### config.mk
export PLATFORM = sky130hd
export DESIGN_NAME = dmac_ar_arbiter
export DESIGN_NICKNAME = d
export VERILOG_FILES = /design/src/rtl/dmac_pkg.sv /design/src/rtl/dmac_rr_pick.sv /design/src/rtl/dmac_ar_arbiter.sv
export SDC_FILE = /design/constraint.sdc
export NUM_CORES = 1
export LEC_CHECK = 0
export BUFFER_PORTS_ARGS = -buffer_cell sky130_fd_sc_hd__buf_2
export CELL_PAD_IN_SITES_DETAIL_PLACEMENT = 1
export CELL_PAD_IN_SITES_GLOBAL_PLACEMENT = 2
export CORE_ASPECT_RATIO = 0.6
export CORE_MARGIN = 4
export CORE_UTILIZATION = 24
export CTS_CLUSTER_DIAMETER = 200
export DETAILED_ROUTE_END_ITERATION = 12
export PLACE_DENSITY = 0.85
export REMOVE_ABC_BUFFERS = 1
export SLEW_MARGIN = 0
export SYNTH_ARGS = -nofsm -noshare
export SYNTH_HDL_FRONTEND = slang
export SYNTH_SLANG_ARGS = --single-unit
### constraint.sdc
create_clock -name clk -period 8.9 [get_ports clk]
set_clock_uncertainty 0.05 [all_clocks]
set_input_delay 1.78 -clock clk [delete_from_list [all_inputs] [get_ports clk]]
set_output_delay 1.78 -clock clk [all_outputs]
set_load 0.01 [all_outputs]
### src/rtl/dmac_pkg.sv
// dmac_pkg: shared DMA controller widths, channel count default and AR/AW slot state.
package dmac_pkg;
  localparam int DMAC_N_CH   = 4;
  localparam int DMAC_ADDR_W = 32;
  localparam int LEN_W       = 4;
  localparam int SIZE_W      = 3;
  localparam int BURST_W     = 2;
  localparam int ID_W        = 4;
  typedef enum logic {ST_EMPTY, ST_FULL} dmac_state_e;
endpackage

### src/rtl/dmac_rr_pick.sv
// dmac_rr_pick: combinational round-robin picker.
// Ports: req (request vector), last (previous winner index),
//        gnt (one-hot winner, nearest request after last with wrap), valid (any request).
module dmac_rr_pick #(
  parameter int N  = 4,
  parameter int IW = 2
) (
  input  logic [N-1:0]  req,
  input  logic [IW-1:0] last,
  output logic [N-1:0]  gnt,
  output logic          valid
);
  int best;
  // Distance of channel j from the slot after last; the smallest requested distance wins.
  always_comb begin
    gnt = '0;
    best = N;
    for (int j = 0; j < N; j++)
      if (req[j] && (j - int'(last) - 1 + N) % N < best) begin
        best = (j - int'(last) - 1 + N) % N;
        gnt = N'(1) << j;
      end
  end
  assign valid = |req;
endmodule

### src/rtl/dmac_ar_arbiter.sv
// dmac_ar_arbiter: round-robin arbiter of N_CH channel address requests onto one registered AXI address channel.
// Ports: clk, rst (async, active-high); src_arvalid_i/src_araddr_i/src_arlen_i/src_arsize_i/src_arburst_i
//        (packed per-channel requests); src_arready_o (one-hot accept); arid_o/araddr_o/arlen_o/arsize_o/
//        arburst_o/arvalid_o with arready_i (registered output channel); grant_o (one-hot slot owner).
module dmac_ar_arbiter
  import dmac_pkg::*;
#(
  parameter int N_CH   = DMAC_N_CH,
  parameter int ADDR_W = DMAC_ADDR_W
) (
  input  logic                    clk,
  input  logic                    rst,
  input  logic [N_CH-1:0]         src_arvalid_i,
  input  logic [N_CH*ADDR_W-1:0]  src_araddr_i,
  input  logic [N_CH*LEN_W-1:0]   src_arlen_i,
  input  logic [N_CH*SIZE_W-1:0]  src_arsize_i,
  input  logic [N_CH*BURST_W-1:0] src_arburst_i,
  output logic [N_CH-1:0]         src_arready_o,
  output logic [ID_W-1:0]         arid_o,
  output logic [ADDR_W-1:0]       araddr_o,
  output logic [LEN_W-1:0]        arlen_o,
  output logic [SIZE_W-1:0]       arsize_o,
  output logic [BURST_W-1:0]      arburst_o,
  output logic                    arvalid_o,
  input  logic                    arready_i,
  output logic [N_CH-1:0]         grant_o
);
  localparam int IW = N_CH > 1 ? $clog2(N_CH) : 1;
  dmac_state_e          state;
  logic [IW-1:0]        last_q, win;
  logic [N_CH-1:0]      gnt;
  logic                 any_req, accept;
  logic [ADDR_W-1:0]    sel_addr;
  logic [LEN_W-1:0]     sel_len;
  logic [SIZE_W-1:0]    sel_size;
  logic [BURST_W-1:0]   sel_burst;
  dmac_rr_pick #(.N(N_CH), .IW(IW)) u_pick (
    .req   (src_arvalid_i),
    .last  (last_q),
    .gnt   (gnt),
    .valid (any_req)
  );
  // The slot can load when free or when its current contents leave this cycle; reset blocks accepts.
  assign accept        = !rst && any_req && (state == ST_EMPTY || arready_i);
  assign src_arready_o = accept ? gnt : '0;
  assign arvalid_o     = state == ST_FULL;
  always_comb begin
    win = '0;
    sel_addr = '0;
    sel_len = '0;
    sel_size = '0;
    sel_burst = '0;
    for (int i = 0; i < N_CH; i++)
      if (gnt[i]) begin
        win = IW'(i);
        sel_addr = src_araddr_i[i*ADDR_W +: ADDR_W];
        sel_len = src_arlen_i[i*LEN_W +: LEN_W];
        sel_size = src_arsize_i[i*SIZE_W +: SIZE_W];
        sel_burst = src_arburst_i[i*BURST_W +: BURST_W];
      end
  end
  always_ff @(posedge clk or posedge rst)
    if (rst) begin
      state <= ST_EMPTY;
      last_q <= IW'(N_CH - 1);
      grant_o <= '0;
      arid_o <= '0;
      araddr_o <= '0;
      arlen_o <= '0;
      arsize_o <= '0;
      arburst_o <= '0;
    end else if (accept) begin
      state <= ST_FULL;
      last_q <= win;
      grant_o <= gnt;
      arid_o <= ID_W'(win);
      araddr_o <= sel_addr;
      arlen_o <= sel_len;
      arsize_o <= sel_size;
      arburst_o <= sel_burst;
    end else if (state == ST_FULL && arready_i) begin
      state <= ST_EMPTY;
      grant_o <= '0;
    end
endmodule

# Yosys cells after proc, flatten, opt, wreduce, memory -nomap -nowiden
# Index checks and enable logic that the tools add are counted.
totals:
  reg_bits: 50
classes:
  n_lt_le_gt_ge: 4
  n_mux: 31
  n_addsub: 12
  reduce_logical: 15
  bitwise_logic: 5
op_table:
  columns: ["cell", "count"]
  rows:
  - ["$mux W32", 7]
  - ["$add A32 B4 Y32 const B", 4]
  - ["$lt A3 B32 Y1", 3]
  - ["$sub A32 B2 Y32 const B", 3]
  - ["$mux W4", 8]
  - ["$mux W3", 5]
  - ["$mux W2", 7]
  - ["$reduce_or A2 Y1", 4]
  - ["$logic_and A1 B1 Y1", 7]
  - ["$sub A1 B2 Y3 const A", 2]
  - ["$sub A2 B2 Y3 const A", 2]
  - ["$and A1 B1 Y1", 4]
  - ["$lt A3 B4 Y1 const B", 1]
  - ["$mux W1", 4]
  - ["$reduce_or A4 Y1", 1]
  - ["$sub A3 B2 Y4 const B", 1]
  - ["$reduce_bool A2 Y1", 1]
  - ["$logic_not A1 Y1", 1]
  - ["$logic_or A1 B1 Y1", 1]
  - ["$not A1 Y1", 1]

# Logic depth before layout (Yosys ltp)
logic_depth:
  word_depth: 21
  ltp_mapped: 22

# Modules after synthesis
# Synthesis repeated with hierarchy kept, for this count alone.
hier_totals:
  hier_cells: 483
  hier_area_um2: 4410.5
by_module_without_submodules:
  columns: ["module", "seq_area_each_um2", "n_inst", "area_per_inst_um2", "cells_each"]
  rows:
  - ["dmac_ar_arbiter", 1253.7, 1, 3978.8, 424]
  - ["dmac_rr_pick", 0.0, 1, 431.7, 59]

# Least setup slack after synthesis
# No wires, ideal clock.
synth_timing:
  kind: "input-to-output"
  startpoint: "input src_arvalid_i[1]"
  endpoint: "output src_arready_o[1]"
  arrival_time_ns: 5.040
  slack_ns: 2.030
  path_stages: 17
  path_cell_list: "buf_2 -> nor3_1 -> a21oi_1 -> mux2_2 -> ha_1 -> o21ai_0 -> o21ai_4 -> and2_1 -> clkbuf_1 -> o21ai_0 -> ha_1 -> a21boi_1 -> o21ba_2 -> o311ai_4 -> or2_1 -> buf_2 -> nor2_1"
synth_via:
  elab_chain_len: 9
synth_lines:
  columns: ["item", "line", "text"]
  rows:
  - ["start, declared", "dmac_ar_arbiter.sv:13", "input logic [N_CH-1:0] src_arvalid_i,"]
  - ["$logic_and A1 B1 Y1", "dmac_rr_pick.sv:19", "if (req[j] && (j - int'(last) - 1 + N) % N < best) begin"]
  - ["$mux W32", "dmac_rr_pick.sv:19", null]
  - ["$lt A3 B32 Y1", "dmac_rr_pick.sv:19", null]
  - ["$logic_and A1 B1 Y1", "dmac_rr_pick.sv:19", null]
  - ["$mux W32", "dmac_rr_pick.sv:19", null]
  - ["$lt A3 B32 Y1", "dmac_rr_pick.sv:19", null]
  - ["$logic_and A1 B1 Y1", "dmac_rr_pick.sv:19", null]
  - ["$mux W4", "dmac_rr_pick.sv:19", null]
  - ["$mux W4 *", "dmac_ar_arbiter.sv:45", "assign src_arready_o = accept ? gnt : '0;"]
  - ["end, declared", "dmac_ar_arbiter.sv:18", "output logic [N_CH-1:0] src_arready_o,"]
# Mark *: on every way between the ends. The rest lies on a longest branch, timed or not.

# Final worst setup path
# Same ends and word-level chain as after synthesis.

==> qor.txt <==
status = completed
Final Max Slew Viols = 0
gr ovfl total = 0
WP data required = 7070 ps
num rows = 33
Int Pwr = 882 uW
full die area = 16000 um2
Mapped Cells = 382
Leakage = 2.36 nW
global routing's busiest layer = met2
Die Wd = 161 um
number of flops mapped to enable cells by yosys = 0
layout cells sized above 1 = 43.3%
Area Growth Syn to Fin = 42.1%
Slew @ Worst Pin = 1150 ps
PortBufs = 222
clk root buf = clkbuf_16
Num CTS Buffers = 5
Clock Sinks = 50
Peak VDD IR = 0.000128 V
Max Cap Viol = 0
CTS HTree Levels = 2
Distinct cells, synth = 50
met2 usage = 28.5%
GPL Wtd Cong = 0.801
largest net degree at the start of global routing = 61
TritonCTS clock tree = built
number of fill cells = 1691
Most used DFF post-synth = dfrtp_1
fmax = 136 MHz
reg-to-reg endpoint = araddr_o[16]$_DFFE_PP0P_
initial antenna violation count = 0
ys async rst share = 100%
CP delay by family, top = compound AO/OA/AOI/OAI gates
number of global-route vias before repair = 4163
die height = 99.6 um
CTS Hold Bufs = 0
P_sw = 773 uW
WS Path Type = primary input to output pin
setup_tns = 0 ps
startpoint of the worst hold path = grant_o[2]$_DFFE_PP0P_
Clock Power Share = 12.8%
Clock Latency Late Sink = 280 ps
Setup crit start kind = primary input
final hold vios = 0
Final Cycle Share = 82.6%
wire per inst = 19.0 um
Gate power share = 62.4%
final worst setup slack = 1550 ps
via count = 3869
Top Ports = 225
WL final = 14.7 mm
first-pass GRT wire length = 22.9 mm
Worst path max stage delay = 460 ps
Worst Reg-to-Reg Cells = 16
Post-DRT Antenna Nets = 0
Final nets = 762
slowest stage cell, crit path = and2_1
average cell area after synthesis = 8.79 um2
most frequent cells in the layout = 222 x buf_2, 48 x nand2_1, 48 x dfrtp_1, 34 x a22oi_1, 28 x nor2_1
detailed placer's ending HPWL = 11.0 mm
Switching Fraction = 46.7%
source of the critical timing path = src_arvalid_i[1]
post-synthesis sequential area ratio = 37.3%
Period minus WS final = 7350 ps
leading cell type in the layout, fill and taps excluded = buf_2
clk slew on worst S/H paths = 70 ps
initial core utilization = 24.6%
Slew HR = 23.4%
Clock Tree Buf Depth = 2
residual DRC count = 0
CP arrival = 5520 ps
WP buf/inv = 3
CP Max Fanout = 22
Ys Warns = 0
vias per cell = 4.99
postcts setup bufs = 0
Hold EP = grant_o[2]$_DFFE_PP0P_
Power, Total = 1.66 mW
Flop pwr share = 24.8%
Post-Syn Area = 3360 um2
worst hold path class = register to register
Core Area = 13700 um2
worst path cell trace = buf_2 > nor3_1 > a21oi_1 > mux2_2 > ha_1 > o21ai_0 > o21ai_4 > and2_1 > o21ai_0 > ha_1 > a21boi_1 > o21ba_2 > o311ai_4 > or2_1 > buf_4 > nor2_1 > buf_2
Post-CTS Resized = 0
GR Layer Usage met3 = 5.51%
Critical R2R Launch = last_q[0]$_DFFE_PP1P_
DP Worst Slack = 1560 ps
hold path depth = 1
grt met1 use = 24.4%
Total GRT Usage = 17.9%
final setup violating endpoints = 0
initial DRC count = 149
R2R Setup Slk = 3580 ps
RSZ-0062 raised after global routing = false
Worst setup EP type = output pin
Pwr Density = 347 nW/um2
drt pass-1 iters = 4
post-synthesis sequential element count = 50
# diodes = 0
## logic make-up (layout without fill, tap and decap cells)
group	count (synthesis)	count (layout)	share of synthesized area, %
AOI/OAI and AO/OA	172	172	38.2
xor gates and xnor gates	1	1	0.261
adders and majority gates	8	8	2.98
buffers and inverters	43	244	6.03
DFF	50	50	37.3
muxes	4	4	1.23
other	2	3	0.224
and+or+nand+nor	102	102	13.7
## metal layers
layer | part of all wire (%) | vias up
met3 | 9.1 | 8
met1 | 46 | 1845
met5 | 0 | -
li1 | - | 1831
met4 | 0.69 | 0
met2 | 44 | 185
## cell type report
cell class              count  area [um2]  share of cell area (%)
clock buffers               8         166                    3.49
repair buffers            229        1160                    24.4
multi-input cells         290        1920                    40.3
inverters                   7        26.3                   0.550
well taps                 192         240                    5.03
flip-flops and latches     50        1250                    26.3
## synth_stat cells, types with 5 or more instances
master / count / share of area [%]
a221o_1: 20 / 6.0
nand2_1: 48 / 5.4
inv_1: 7 / 0.78
clkbuf_1: 23 / 2.6
a21oi_1: 15 / 2.2
ha_1: 8 / 3.0
o21ai_0: 24 / 3.6
o2bb2ai_1: 5 / 1.3
a221oi_1: 12 / 3.1
buf_4: 5 / 1.1
nor2_1: 29 / 3.2
dfrtp_1: 48 / 36
buf_2: 6 / 0.89
o21a_1: 24 / 5.4
a22oi_1: 34 / 7.6
o21ai_1: 15 / 2.2
## worst max path at each step
stage / to / slack [ps] / cells after the start
floorplan: src_arready_o[1] / 2000 / 14
global placement: src_arready_o[1] / 1740 / 17
detailed placement: src_arready_o[1] / 1560 / 17
CTS: src_arready_o[1] / 1540 / 17
global route: src_arready_o[1] / 1200 / 17
finish: src_arready_o[1] / 1550 / 17
## worst reg2reg max path, cell delays in order (launching register included)
cell	delay [ps]
dfstp_2	670
inv_1	100
ha_1	420
nor3_1	180
a21oi_1	60
mux2_2	290
ha_1	270
o21ai_0	120
o21ai_4	340
and2_1	460
o21ai_0	210
ha_1	360
and2_1	170
nor3_1	110
a21oi_4	920
a221oi_1	230
o21ai_0	270
## power by group through the flow
stage | registers, mW | logic (mW) | clock network, mW
after floorplan | 0.449 | 0.597 | 0
after global placement | 0.410 | 1.01 | 0
after detailed placement | 0.414 | 1.05 | 0
after CTS | 0.412 | 1.05 | 0.224
after global routing | 0.427 | 1.14 | 0.230
final | 0.411 | 1.03 | 0.212
## stage by stage
| stage | cell area [um2] | util, % | hold WS, ps | instances |
|---|---|---|---|---|
| final | 4770 | 34.9 | 425 | 776 |
| after detailed placement | 4610 | 33.7 | 411 | 768 |
| after floorplan | 3190 | - | 462 | 347 |
| after global placement | 4610 | 33.7 | 406 | 768 |
| after global routing | 4770 | 34.9 | 443 | 776 |
| after CTS | 4770 | 34.9 | 428 | 776 |
## flip-flops by register name, summed over array words and instances, names as in the netlist
register   count
arburst_o      2
last_q         2
araddr_o      32
grant_o        4
arid_o         2
arsize_o       3
arvalid_o      1
arlen_o        4
No activity file was read; power rests on OpenSTA's default activity.
